--- src/rtl/alu_pkg.sv ---
// Shared definitions for the accumulator execute stage and the control unit that drives op.
package alu_pkg;

  localparam int ACC_WIDTH = 8;
  localparam int MUL_STEPS = 8;

  typedef enum logic [3:0] {
    OP_NOP = 4'd0,
    OP_LDA = 4'd1,
    OP_ADD = 4'd2,
    OP_SUB = 4'd3,
    OP_AND = 4'd4,
    OP_OR  = 4'd5,
    OP_XOR = 4'd6,
    OP_SHL = 4'd7,
    OP_SHR = 4'd8,
    OP_MUL = 4'd9,
    OP_CLR = 4'd10
  } alu_op_t;

  typedef enum logic {
    S_IDLE = 1'b0,
    S_MULT = 1'b1
  } alu_state_t;

endpackage

--- src/rtl/shift_add_multiplier.sv ---
// Iterative unsigned shift-add multiplier: load latches both operands, each step retires one
// multiplier bit.
module shift_add_multiplier #(
  parameter int WIDTH = 8
) (
  input  logic               clk,
  input  logic               rst_n,
  input  logic               load,
  input  logic               step,
  input  logic [WIDTH-1:0]   a,
  input  logic [WIDTH-1:0]   b,
  output logic [2*WIDTH-1:0] product
);

  logic [2*WIDTH-1:0] mcand_q;
  logic [WIDTH-1:0]   mplier_q;
  logic [2*WIDTH-1:0] prod_q;
  logic [2*WIDTH-1:0] addend;

  // product already includes the current step's partial term, so the caller can capture the
  // final value on the same edge as the last step.
  assign addend  = mplier_q[0] ? mcand_q : '0;
  assign product = prod_q + addend;

  always_ff @(posedge clk or negedge rst_n) begin
    if (!rst_n) begin
      mcand_q  <= '0;
      mplier_q <= '0;
      prod_q   <= '0;
    end else if (load) begin
      mcand_q  <= {{WIDTH{1'b0}}, a};
      mplier_q <= b;
      prod_q   <= '0;
    end else if (step) begin
      prod_q   <= product;
      mcand_q  <= mcand_q << 1;
      mplier_q <= mplier_q >> 1;
    end
  end

endmodule

--- src/rtl/alu_accumulator.sv ---
// Execute stage: accumulator with single-cycle ALU ops and an 8-step iterative MUL.
// Handshake: start is accepted on a rising edge when busy=0; done pulses for one cycle after completion.
module alu_accumulator
  import alu_pkg::*;
#(
  parameter int WIDTH = ACC_WIDTH
) (
  input  logic             clk,
  input  logic             rst_n,
  input  logic [WIDTH-1:0] B_bus,
  input  logic [3:0]       op,
  input  logic             start,
  output logic [WIDTH-1:0] acc_out,
  output logic             busy,
  output logic             done,
  output logic             Z,
  output logic             C,
  output logic             N,
  output logic             dbg_state
);

  alu_state_t       state_q, state_d;
  logic [2:0]       cnt_q;
  logic [WIDTH-1:0] acc_q;
  logic             z_q, c_q, n_q, done_q;

  alu_op_t          op_e;
  logic             accept, mul_op, last_step;
  logic             alu_wr, alu_c;
  logic [WIDTH-1:0] alu_res;
  logic [WIDTH:0]   wide;
  logic [2*WIDTH-1:0] product;

  assign op_e      = alu_op_t'(op);
  assign accept    = start && (state_q == S_IDLE);
  assign mul_op    = (op_e == OP_MUL);
  assign last_step = (state_q == S_MULT) && (cnt_q == 3'(MUL_STEPS - 1));

  always_comb begin
    state_d = state_q;
    case (state_q)
      S_IDLE: if (accept && mul_op) state_d = S_MULT;
      S_MULT: if (last_step) state_d = S_IDLE;
      default: state_d = S_IDLE;
    endcase
  end

  always_comb begin
    alu_wr  = 1'b1;
    alu_c   = 1'b0;
    alu_res = '0;
    wide    = '0;
    case (op_e)
      OP_LDA: alu_res = B_bus;
      OP_ADD: begin
        wide    = {1'b0, acc_q} + {1'b0, B_bus};
        alu_res = wide[WIDTH-1:0];
        alu_c   = wide[WIDTH];
      end
      OP_SUB: begin
        // Unsigned subtract wraps into the extra bit exactly when acc < B.
        wide    = {1'b0, acc_q} - {1'b0, B_bus};
        alu_res = wide[WIDTH-1:0];
        alu_c   = wide[WIDTH];
      end
      OP_AND: alu_res = acc_q & B_bus;
      OP_OR:  alu_res = acc_q | B_bus;
      OP_XOR: alu_res = acc_q ^ B_bus;
      OP_SHL: begin
        alu_res = {acc_q[WIDTH-2:0], 1'b0};
        alu_c   = acc_q[WIDTH-1];
      end
      OP_SHR: begin
        alu_res = {1'b0, acc_q[WIDTH-1:1]};
        alu_c   = acc_q[0];
      end
      OP_CLR: alu_res = '0;
      default: alu_wr = 1'b0;
    endcase
  end

  shift_add_multiplier #(.WIDTH(WIDTH)) u_mul (
    .clk     (clk),
    .rst_n   (rst_n),
    .load    (accept && mul_op),
    .step    (state_q == S_MULT),
    .a       (acc_q),
    .b       (B_bus),
    .product (product)
  );

  always_ff @(posedge clk or negedge rst_n) begin
    if (!rst_n) begin
      state_q <= S_IDLE;
      cnt_q   <= '0;
      acc_q   <= '0;
      z_q     <= 1'b0;
      c_q     <= 1'b0;
      n_q     <= 1'b0;
      done_q  <= 1'b0;
    end else begin
      state_q <= state_d;
      done_q  <= 1'b0;
      if (accept && !mul_op) begin
        done_q <= 1'b1;
        if (alu_wr) begin
          acc_q <= alu_res;
          z_q   <= (alu_res == '0);
          c_q   <= alu_c;
          n_q   <= alu_res[WIDTH-1];
        end
      end
      if (accept && mul_op) begin
        cnt_q <= '0;
      end else if (state_q == S_MULT) begin
        cnt_q <= cnt_q + 3'd1;
        if (last_step) begin
          acc_q  <= product[WIDTH-1:0];
          z_q    <= (product[WIDTH-1:0] == '0);
          c_q    <= |product[2*WIDTH-1:WIDTH];
          n_q    <= product[WIDTH-1];
          done_q <= 1'b1;
        end
      end
    end
  end

  assign acc_out   = acc_q;
  assign busy      = (state_q == S_MULT);
  assign done      = done_q;
  assign Z         = z_q;
  assign C         = c_q;
  assign N         = n_q;
  assign dbg_state = state_q;

endmodule

--- config.mk ---
export PLATFORM = sky130hd
export DESIGN_NAME = alu_accumulator
export DESIGN_NICKNAME = d
export VERILOG_FILES = /design/src/rtl/alu_pkg.sv /design/src/rtl/shift_add_multiplier.sv /design/src/rtl/alu_accumulator.sv
export SDC_FILE = /design/constraint.sdc
export NUM_CORES = 1
export LEC_CHECK = 0
export CORE_AREA = 2 2 89 91
export DETAILED_ROUTE_END_ITERATION = 8
export DIE_AREA = 0 0 91 93
export DONT_BUFFER_PORTS = 1
export GPL_TIMING_DRIVEN = 0
export PLACE_DENSITY = 0.71
export SETUP_SLACK_MARGIN = 0.15
export SLEW_MARGIN = 20
export SYNTH_ARGS = -nofsm -noshare
export SYNTH_HDL_FRONTEND = slang
export SYNTH_SLANG_ARGS = --single-unit
--- constraint.sdc ---
create_clock -name clk -period 4.6 [get_ports clk]
set_input_delay 1.38 -clock clk [delete_from_list [all_inputs] [get_ports clk]]
set_output_delay 1.38 -clock clk [all_outputs]
set_load 0.1 [all_outputs]
* Word level (Yosys, flattened, before mapping) *
Cells that the tools add are included.
Widths: inputs -> output; s select.

word-level totals
  bits of input ports = 15
  output and inout port bits = 14
  word-level logic and storage cells = 78
  flip-flop bits (word level) = 56

operators by class
  reduce and logical (&&, ||, !) cells = 10
  add/sub/neg operators = 4
  eq/ne operators = 11
  multiplexer cells = 39
  bitwise operators = 4

operators with widths
  operator             number
  $mux 16              5
  $pmux 8 s8           1
  $mux 8               7
  $mux 1               22
  $add 16x16->16       1
  $eq 4x3->1 const B   4
  $logic_not 8->1      2
  $eq 4x4->1 const B   3
  $add 8x8->9          1
  $reduce_or 9->1      1
  $sub 8x8->9          1
  $and 8x8->8          1
  $eq 4x2->1 const B   2
  $or 8x8->8           1
  $reduce_or 8->1      1
  $xor 8x8->8          1
  $mux 3               2
  $eq 4x1->1 const B   1
  $logic_and 1x1->1    4
  $pmux 1 s4           1
  $add 3x1->3 const B  1
  $eq 3x3->1 const B   1
  $pmux 1 s2           1
  $reduce_bool 2->1    1
  other kinds (2)      2

* Logic depth before layout (Yosys ltp) *
Gate-level depths: netlist of the first run.

  word-level depth = 8
  depth in mapped cells = 11
  gate-level depth less buffers = 11

* Modules after synthesis *
A second synthesis of the first run with hierarchy kept.

unflattened totals
  cells, all modules = 569
  area total of the unflattened synthesis = 4924.7 µm²

by module, submodules not included
  module                area an instance (µm²)  cells an instance  seq. area each (µm²)  times used
  shift_add_multiplier  2630.0                  271                1001.0                1
  alu_accumulator       2294.7                  298                400.4                 1

* Least setup slack after synthesis of the first run *
Ideal clock, no wire load.

  kind = input-to-reg
  start point = input port B_bus[0]
  end point = register c_q (netlist: C)
  setup slack = 1.168 ns
  data arrival time = 3.288 ns
  buffers on the path = 0
  setup time = 0.144 ns
  required time = 4.456 ns
  stages on the path = 10
  path through = ha_1 > fa_1 > a21o_1 > a21oi_2 > o311ai_1 > a21o_1 > a211oi_1 > a311oi_1 > a2111oi_0 > a41oi_1

on the way
  longest elaborated chain between the ends = 7
  elaborated cells on any way between the ends = 8
  those cells by class = add/sub (2); mux (6)

RTL lines
  element                                     RTL line                                      text
  from (decl)                                 alu_accumulator.sv:10                         input logic [WIDTH-1:0] B_bus,
  $sub 8x8->9 or $add 8x8->9 (tied branches)  alu_accumulator.sv:62, alu_accumulator.sv:56
  $pmux 1 s4 (*)                              alu_accumulator.sv:53                         case (op_e)
  $mux 1 (*)                                  alu_accumulator.sv:106                        if (alu_wr) begin
  $mux 1 (*)                                  alu_accumulator.sv:104                        if (accept && !mul_op) begin
  $mux 1                                      alu_accumulator.sv:117                        if (last_step) begin
  $mux 1                                      alu_accumulator.sv:115                        end else if (state_q == S_MULT) begin
  $mux 1 (*)                                  alu_accumulator.sv:113                        if (accept && mul_op) begin
  to (signal assigned)                        alu_accumulator.sv:109                        c_q <= alu_c;
  to (signal assigned)                        alu_accumulator.sv:120                        c_q <= |product[2*WIDTH-1:WIDTH];
  to (decl)                                   alu_accumulator.sv:25                         logic z_q, c_q, n_q, done_q;

Every way passes the cells marked *; elsewhere a longest branch is shown, timed or not.
A chain may end at the register's enable or synchronous reset.

* Final worst setup path of the first run *
  start point = register acc_q[0] (netlist: acc_out[0])
  end point = register c_q (netlist: C)

on the way
  longest elaborated chain between the ends = 7
  elaborated cells on any way between the ends = 8
  those cells by class = add/sub (2); mux (6)

RTL lines
  element                                     RTL line                                      text
  from (decl)                                 alu_accumulator.sv:24                         logic [WIDTH-1:0] acc_q;
  from (signal assigned)                      alu_accumulator.sv:107                        acc_q <= alu_res;
  from (signal assigned)                      alu_accumulator.sv:118                        acc_q <= product[WIDTH-1:0];
  $sub 8x8->9 or $add 8x8->9 (tied branches)  alu_accumulator.sv:62, alu_accumulator.sv:56
  $pmux 1 s4 (*)                              alu_accumulator.sv:53
  $mux 1 (*)                                  alu_accumulator.sv:106
  $mux 1 (*)                                  alu_accumulator.sv:104
  $mux 1                                      alu_accumulator.sv:117
  $mux 1                                      alu_accumulator.sv:115
  $mux 1 (*)                                  alu_accumulator.sv:113

Marked as above.

==> summary.md, run 1 <==
| Metric | Value |
|---|---|
| Status | `finished clean` |
| Avg WL per Cell | `17.6 um` |
| Mapped Cells | `526` |
| Clock latency on the worst-skew pair | `320 ps` |
| Post-CTS Setup Bufs | `0` |
| Worst-Margin Slew | `1150 ps` |
| Cell area after synthesis | `4390 um2` |
| CP Data Required Time | `4770 ps` |
| CTS tree | `done` |
| Half-perimeter wire length after detailed placement | `8690 um` |
| Drt pass-1 iters | `5` |
| Setup WS post-layout | `916 ps` |
| Relative slew slack | `0.234` |
| Startpoint types | `flop` |
| Multiplexer share of the synthesized area | `0.0285` |
| Share of cells above drive strength 1 | `0.0543` |
| Vias in the first global route | `3800` |
| Clk slew on worst S/H paths | `100 ps` |
| Row Count | `32` |
| Area leader, netlist | `dfrtp_1` |
| WP buf/inv | `1` |
| Ys flop type | `dfrtp_1` |
| Final setup vio count | `0` |
| Commonest cells after routing, fill and taps aside | `97 x nand2_1, 54 x dfrtp_1, 42 x ha_1` |
| Residual DRC count | `0` |
| Slew Viols, Final | `0` |
| Leading post-synthesis cells by cell area | `dfrtp_1 32%, ha_1 12%, nand2_1 8.3%` |
| CP endpoint kind | `flop` |
| Max-cap viol count | `0` |
| # nets final | `593` |
| Max incr delay on CP | `1060 ps` |
| H-tree depth reported by CTS | `2` |
| Main combinational cell family by area after synthesis | `compound AO/OA/AOI/OAI gates` |
| Vias per inst | `6.09` |
| Commonest non-fill, non-tap cell in the layout | `nand2_1` |
| Maximum VDD drop | `0.244 mV` |
| Layout fillers | `726` |
| Final hold violations | `0` |
| Clk_skew | `14.8 ps` |
| Yosys reg bits | `56` |
| Crit path cell chain | `inv_1 > ha_1 > fa_1 > o21ba_1 > o21bai_1 > a21oi_1 > o21bai_1 > a311oi_1 > a2111oi_0 > a41oi_1` |
| Die height | `93 um` |
| Worst Path Class, Setup | `reg -> reg` |
| Ant. Diodes | `0` |
| Lkg Pwr | `2.17 nW` |
| First-pass GRT wire length | `18600 um` |
| CTS buffer count | `5` |
| Period minus WS final | `3680 ps` |
| Routed wire length | `11200 um` |
| Starting Density | `0.583` |
| Worst-path fanout max | `6` |
| Cts repair resizes | `0` |
| Count of cell types in the netlist | `61` |
| Maximum clock path buffer count | `2` |
| Clock sinks | `56` |
| Gr ovfl total | `0` |
| Total Routing Usage GR | `0.274` |
| DRT antenna net count | `0` |
| Worst Path Arrival | `3860 ps` |
| Async SR Flop Fraction | `1.00` |
| Area Growth Syn to Fin | `5.41%` |
| Pre-CTS WS | `719 ps` |
| Drt first-iter violations | `258` |
| Yosys warns | `0` |
| Setup TNS | `0 ps` |
| Compound-Gate Fraction of Synth Area | `0.245` |
| Sequential element share of the synthesized area | `0.319` |
| Fmax | `271 MHz` |
| Hold Buf Count CTS | `0` |
| Core Region | `7530 um2` |
| P per Cell Area | `570 nW/um2` |
| Synth Area in XOR/XNOR | `0.0359` |
| CP top delay family | `compound AO/OA/AOI/OAI gates` |
| # port buffers | `0` |
| Final period util | `0.801` |
| Vias after detailed routing | `3874` |
| Synth Area in Adders | `0.133` |
| Share of the synthesized area in the top cell type | `0.319` |
| Post-synth EDFFs | `0` |
| Die width | `91 um` |
| RD Place Congestion | `0.912` |
| RSZ-0062 raised after global routing | `no` |
| Initial antenna violation count | `0` |
| Critical-path top delay cell | `dfrtp_1` |
| Syn avg cell area | `8.35 um2` |
| Largest net degree at the start of global routing | `57` |
| I/O pins | `29` |
| Most frequent CP cell | `o21bai_1` |
| Simple-gate share of the synthesized area | `0.190` |
| Worst min path class | `reg -> reg` |
| Syn_nets | `586` |
| Die ar. | `8460 um2` |
| Root Driver | `clkbuf_8` |
cell families (layout without fill, tap and decap cells):
| logic type | count (synthesis) | after routing |
|---|---|---|
| multiplexers | 10 | 10 |
| AO/OA/AOI/OAI | 165 | 165 |
| adder cells (fa/ha/maj) | 45 | 45 |
| AND/OR/NAND/NOR | 180 | 180 |
| flip-flops | 56 | 56 |
| XOR/XNOR | 18 | 18 |
| buffers and inverters | 52 | 60 |
path summary, 6_finish.rpt:
| path | start | endpoint | slack (ps) | cells after the start |
|---|---|---|---|---|
| max in group asynchronous | rst_n | u_mul.mcand_q[14]$_DFFE_PN0P_ | 3750 | 0 |
| max | acc_out[0]$_DFF_PN0_ | C$_DFF_PN0_ | 920 | 10 |
| min | u_mul.mplier_q[1]$_DFFE_PN0P_ | u_mul.mplier_q[1]$_DFFE_PN0P_ | 490 | 2 |
| min reg2reg | u_mul.mplier_q[1]$_DFFE_PN0P_ | u_mul.mplier_q[1]$_DFFE_PN0P_ | 490 | 2 |
| min in group asynchronous | rst_n | u_mul.prod_q[10]$_DFFE_PN0P_ | 750 | 0 |
| max reg2reg | acc_out[0]$_DFF_PN0_ | C$_DFF_PN0_ | 920 | 10 |
registers in the layout, indices dropped and copies added, names as in the netlist:
register and flops:
Z 1, u_mul.mcand_q 16, u_mul.prod_q 16, cnt_q 3
N 1, C 1, busy 1, acc_out 8
done 1, u_mul.mplier_q 8
layer usage:
metal,part of all wire,global-route usage,up-vias
li1,-,-,1888
met1,0.45,0.364,1841
met2,0.48,0.465,122
met3,0.046,0.0346,23
met4,0.023,0.0972,0
met5,0,0,-
metrics by stage:
step	hold WS (ps)	instances	area, um2	power, mW	util
after floorplan	446	526	4390	2.02	-
after global placement	462	628	4520	2.27	0.600
after detailed placement	467	628	4520	2.31	0.600
after CTS	491	636	4630	2.63	0.615
after global routing	510	636	4630	2.82	0.615
final	487	636	4630	2.64	0.615
cell type report:
type,instances,area [um2],area share
buffer,25,110,0.0238
multi-input combinational,418,2780,0.600
clock inverter,2,35.0,0.00757
sequential,56,1400,0.303
clock buffer,6,72.6,0.0157
tap,102,128,0.0276
inverter,27,101,0.0219
report_power, final:
part	total (mW)	switching, mW	internal [mW]
Sequential	1.23	0.574	0.658
Clock	0.327	0.165	0.162
Combinational	1.08	0.663	0.417
Total	2.64	1.40	1.24
worst min-delay path, cell delays in order (launching register included):
cell	delay, ps
dfrtp_1	360
nand2_1	50
nand2_1	50
Yosys cell counts, drive strengths merged (2+ instances only):
master and n:
a221o 2, nand4 4, a2bb2oi 2, a21o 10, o21bai 6, a221oi 2
ha 42, xor2 6, inv 27, nand2b 8, o21ai 52, nor4 4
or3 2, o31ai 2, and2 16, o21a 2, a211oi 9, a311oi 2
o22ai 9, buf 8, and3 2, nand3b 2, dfrtp 56, fa 3
a31oi 3, o211ai 4, a22o 4, mux4 2, nor2 24, mux2i 8
a22oi 21, xnor2 12, nand2 97, nor3 4, clkbuf 17, nor2b 4
a21oi 27, nand3 9
(Power assumes the default switching activity.)
==> run 2, diff against run 1 <==
==> constraint.sdc (replaced) <==
create_clock -name clk -period 3.86 [get_ports clk]
set_input_delay 1.158 -clock clk [delete_from_list [all_inputs] [get_ports clk]]
set_output_delay 1.158 -clock clk [all_outputs]
set_load 0.1 [all_outputs]
==> summary.md, run 2 (synthesis gave the netlist of run 1 again) <==
| Metric | Value |
|---|---|
| Status | `finished clean` |
| Half-perimeter wire length after detailed placement | `8690 um (unchanged)` |
| Core Region | `7530 um2 (unchanged)` |
| Drt pass-1 iters | `5 (unchanged)` |
| Residual DRC count | `0 (unchanged)` |
| Gr ovfl total | `0 (unchanged)` |
| Ant. Diodes | `0 (unchanged)` |
| Overall power consumption | `3.14 mW (+19%)` |
| Hold_sp | `u_mul.mplier_q[1]$_DFFE_PN0P_` |
| Hold Buf Count CTS | `0 (unchanged)` |
| Layout fillers | `725 (-0.14%)` |
| Largest net degree at the start of global routing | `57 (unchanged)` |
| I/O pins | `29 (unchanged)` |
| Root Driver | `clkbuf_8` |
| Worst Path Arrival | `3520 ps (-340 ps)` |
| Worst-Margin Slew | `1150 ps (+3.62 ps)` |
| Routed wire length | `11200 um (-0.16%)` |
| Pre-CTS WS | `201 ps (-518 ps)` |
| Clock latency on the worst-skew pair | `310 ps (about the same)` |
| P per Cell Area | `678 nW/um2 (+19%)` |
| Die height | `93 um (unchanged)` |
| Commonest non-fill, non-tap cell in the layout | `nand2_1` |
| Worst-path fanout max | `5 (-1)` |
| Maximum clock path buffer count | `2 (unchanged)` |
| H-tree depth reported by CTS | `2 (unchanged)` |
| Final setup vio count | `0 (unchanged)` |
| First-pass GRT wire length | `18600 um (unchanged)` |
| Drt first-iter violations | `242 (-6.2%)` |
| Reg-to-Reg Start | `acc_out[3]$_DFF_PN0_` |
| CTS buffer count | `5 (unchanged)` |
| Relative slew slack | `0.232 (-0.00241)` |
| Worst Setup SP | `B_bus[0]` |
| Initial antenna violation count | `0 (unchanged)` |
| Worst Path Class, Setup | `in -> reg` |
| Lkg Pwr | `2.16 nW (about the same)` |
| Biggest regs | `u_mul.mcand_q (16), u_mul.prod_q (16)` |
| Starting Density | `0.583 (unchanged)` |
| DRT antenna net count | `0 (unchanged)` |
| Post-layout util | `0.615 (about the same)` |
| Slew Viols, Final | `0 (unchanged)` |
| Period minus WS final | `3350 ps` |
| CP Data Required Time | `4030 ps (-740 ps)` |
| Clk slew on worst S/H paths | `100 ps (about the same)` |
| RSZ-0062 raised after global routing | `no` |
| Post-CTS Setup Bufs | `0 (unchanged)` |
| Die ar. | `8460 um2 (unchanged)` |
| Clk_skew | `15.4 ps (+0.553 ps)` |
| Vias after detailed routing | `3854 (-0.52%)` |
| Setup WS post-layout | `509 ps (-408 ps)` |
| Fmax | `298 MHz` |
| CTS tree | `done` |
| Area Growth Syn to Fin | `5.47% (about the same)` |
| Final period util | `0.868` |
| Total Routing Usage GR | `0.274 (unchanged)` |
| # port buffers | `0 (unchanged)` |
| Setup TNS | `0 ps (unchanged)` |
| Clock sinks | `56 (unchanged)` |
| Row Count | `32 (unchanged)` |
| Vias per inst | `6.06 (-0.52%)` |
| Die width | `91 um (unchanged)` |
| Final hold violations | `0 (unchanged)` |
| Reg-to-reg slack, setup | `510 ps (-410 ps)` |
| Max-cap viol count | `0 (unchanged)` |
| RD Place Congestion | `0.912 (unchanged)` |
| CP endpoint kind | `flop` |
| Avg WL per Cell | `17.6 um (-0.16%)` |
| # nets final | `593 (unchanged)` |
| Startpoint types | `primary input` |
| Vias in the first global route | `3800 (unchanged)` |
| Commonest cells after routing, fill and taps aside | `97 x nand2_1, 52 x dfrtp_1, 42 x ha_1` |
| Share of cells above drive strength 1 | `0.0581 (+0.00375)` |
| Maximum VDD drop | `0.290 mV (+19%)` |
| Worst min path class | `reg -> reg` |
-- run 2: what timing repair did --
item,4_1_cts,5_1_grt
endpoints found under the hold margin,0,0
setup endpoints to repair,0,1
gates resized for setup,0,2
-- run 2: critical path, stage by stage --
cell and delay [ps]:
ha_1 220, fa_1 410, a21o_1 190, a21oi_2 160
o311ai_1 150, a21o_1 220, a211oi_1 230, a311oi_1 100
a2111oi_0 580, a41oi_1 90
-- run 2: cell type report --
type / count / area, um2 / share of cell area
plain buffers: 25 / 110 / 0.0238
clock buffers: 6 / 72.6 / 0.0157
clock inverters: 2 / 35.0 / 0.00756
inverters: 27 / 101 / 0.0219
multi-input cells: 418 / 2780 / 0.600
flip-flops and latches: 56 / 1410 / 0.304
well taps: 102 / 128 / 0.0276
-- run 2: per-stage QoR --
step / hold slack (ps) / instance area [um2] / std cells
floorplan: 446 / 4390 / 526
global placement: 462 / 4520 / 628
detailed placement: 467 / 4520 / 628
CTS: 491 / 4630 / 636
global route: 504 / 4630 / 636
finish: 486 / 4630 / 636
-- run 2: report_power, final --
group / total (mW) / internal, mW / switching, mW
clock: 0.386 / 0.193 / 0.193
combinational: 1.28 / 0.497 / 0.787
sequential: 1.47 / 0.787 / 0.685
total: 3.14 / 1.48 / 1.66
-- run 2: final timing paths --
path,end,cells past startpoint
max in group asynchronous,acc_out[0]$_DFF_PN0_,0
worst max register to register,C$_DFF_PN0_,9
worst min-delay path,u_mul.mplier_q[1]$_DFFE_PN0P_,2
worst max-delay path,C$_DFF_PN0_,10
min in group asynchronous,u_mul.prod_q[8]$_DFFE_PN0P_,0
worst min register to register,u_mul.mplier_q[1]$_DFFE_PN0P_,2
-- run 2: layer usage --
metal / up-vias / track usage / share of wire
li1: 1894 / - / -
met1: 1819 / 0.364 / 0.44
met2: 120 / 0.465 / 0.49
met3: 21 / 0.0346 / 0.047
met4: 0 / 0.0972 / 0.025
met5: - / 0 / 0
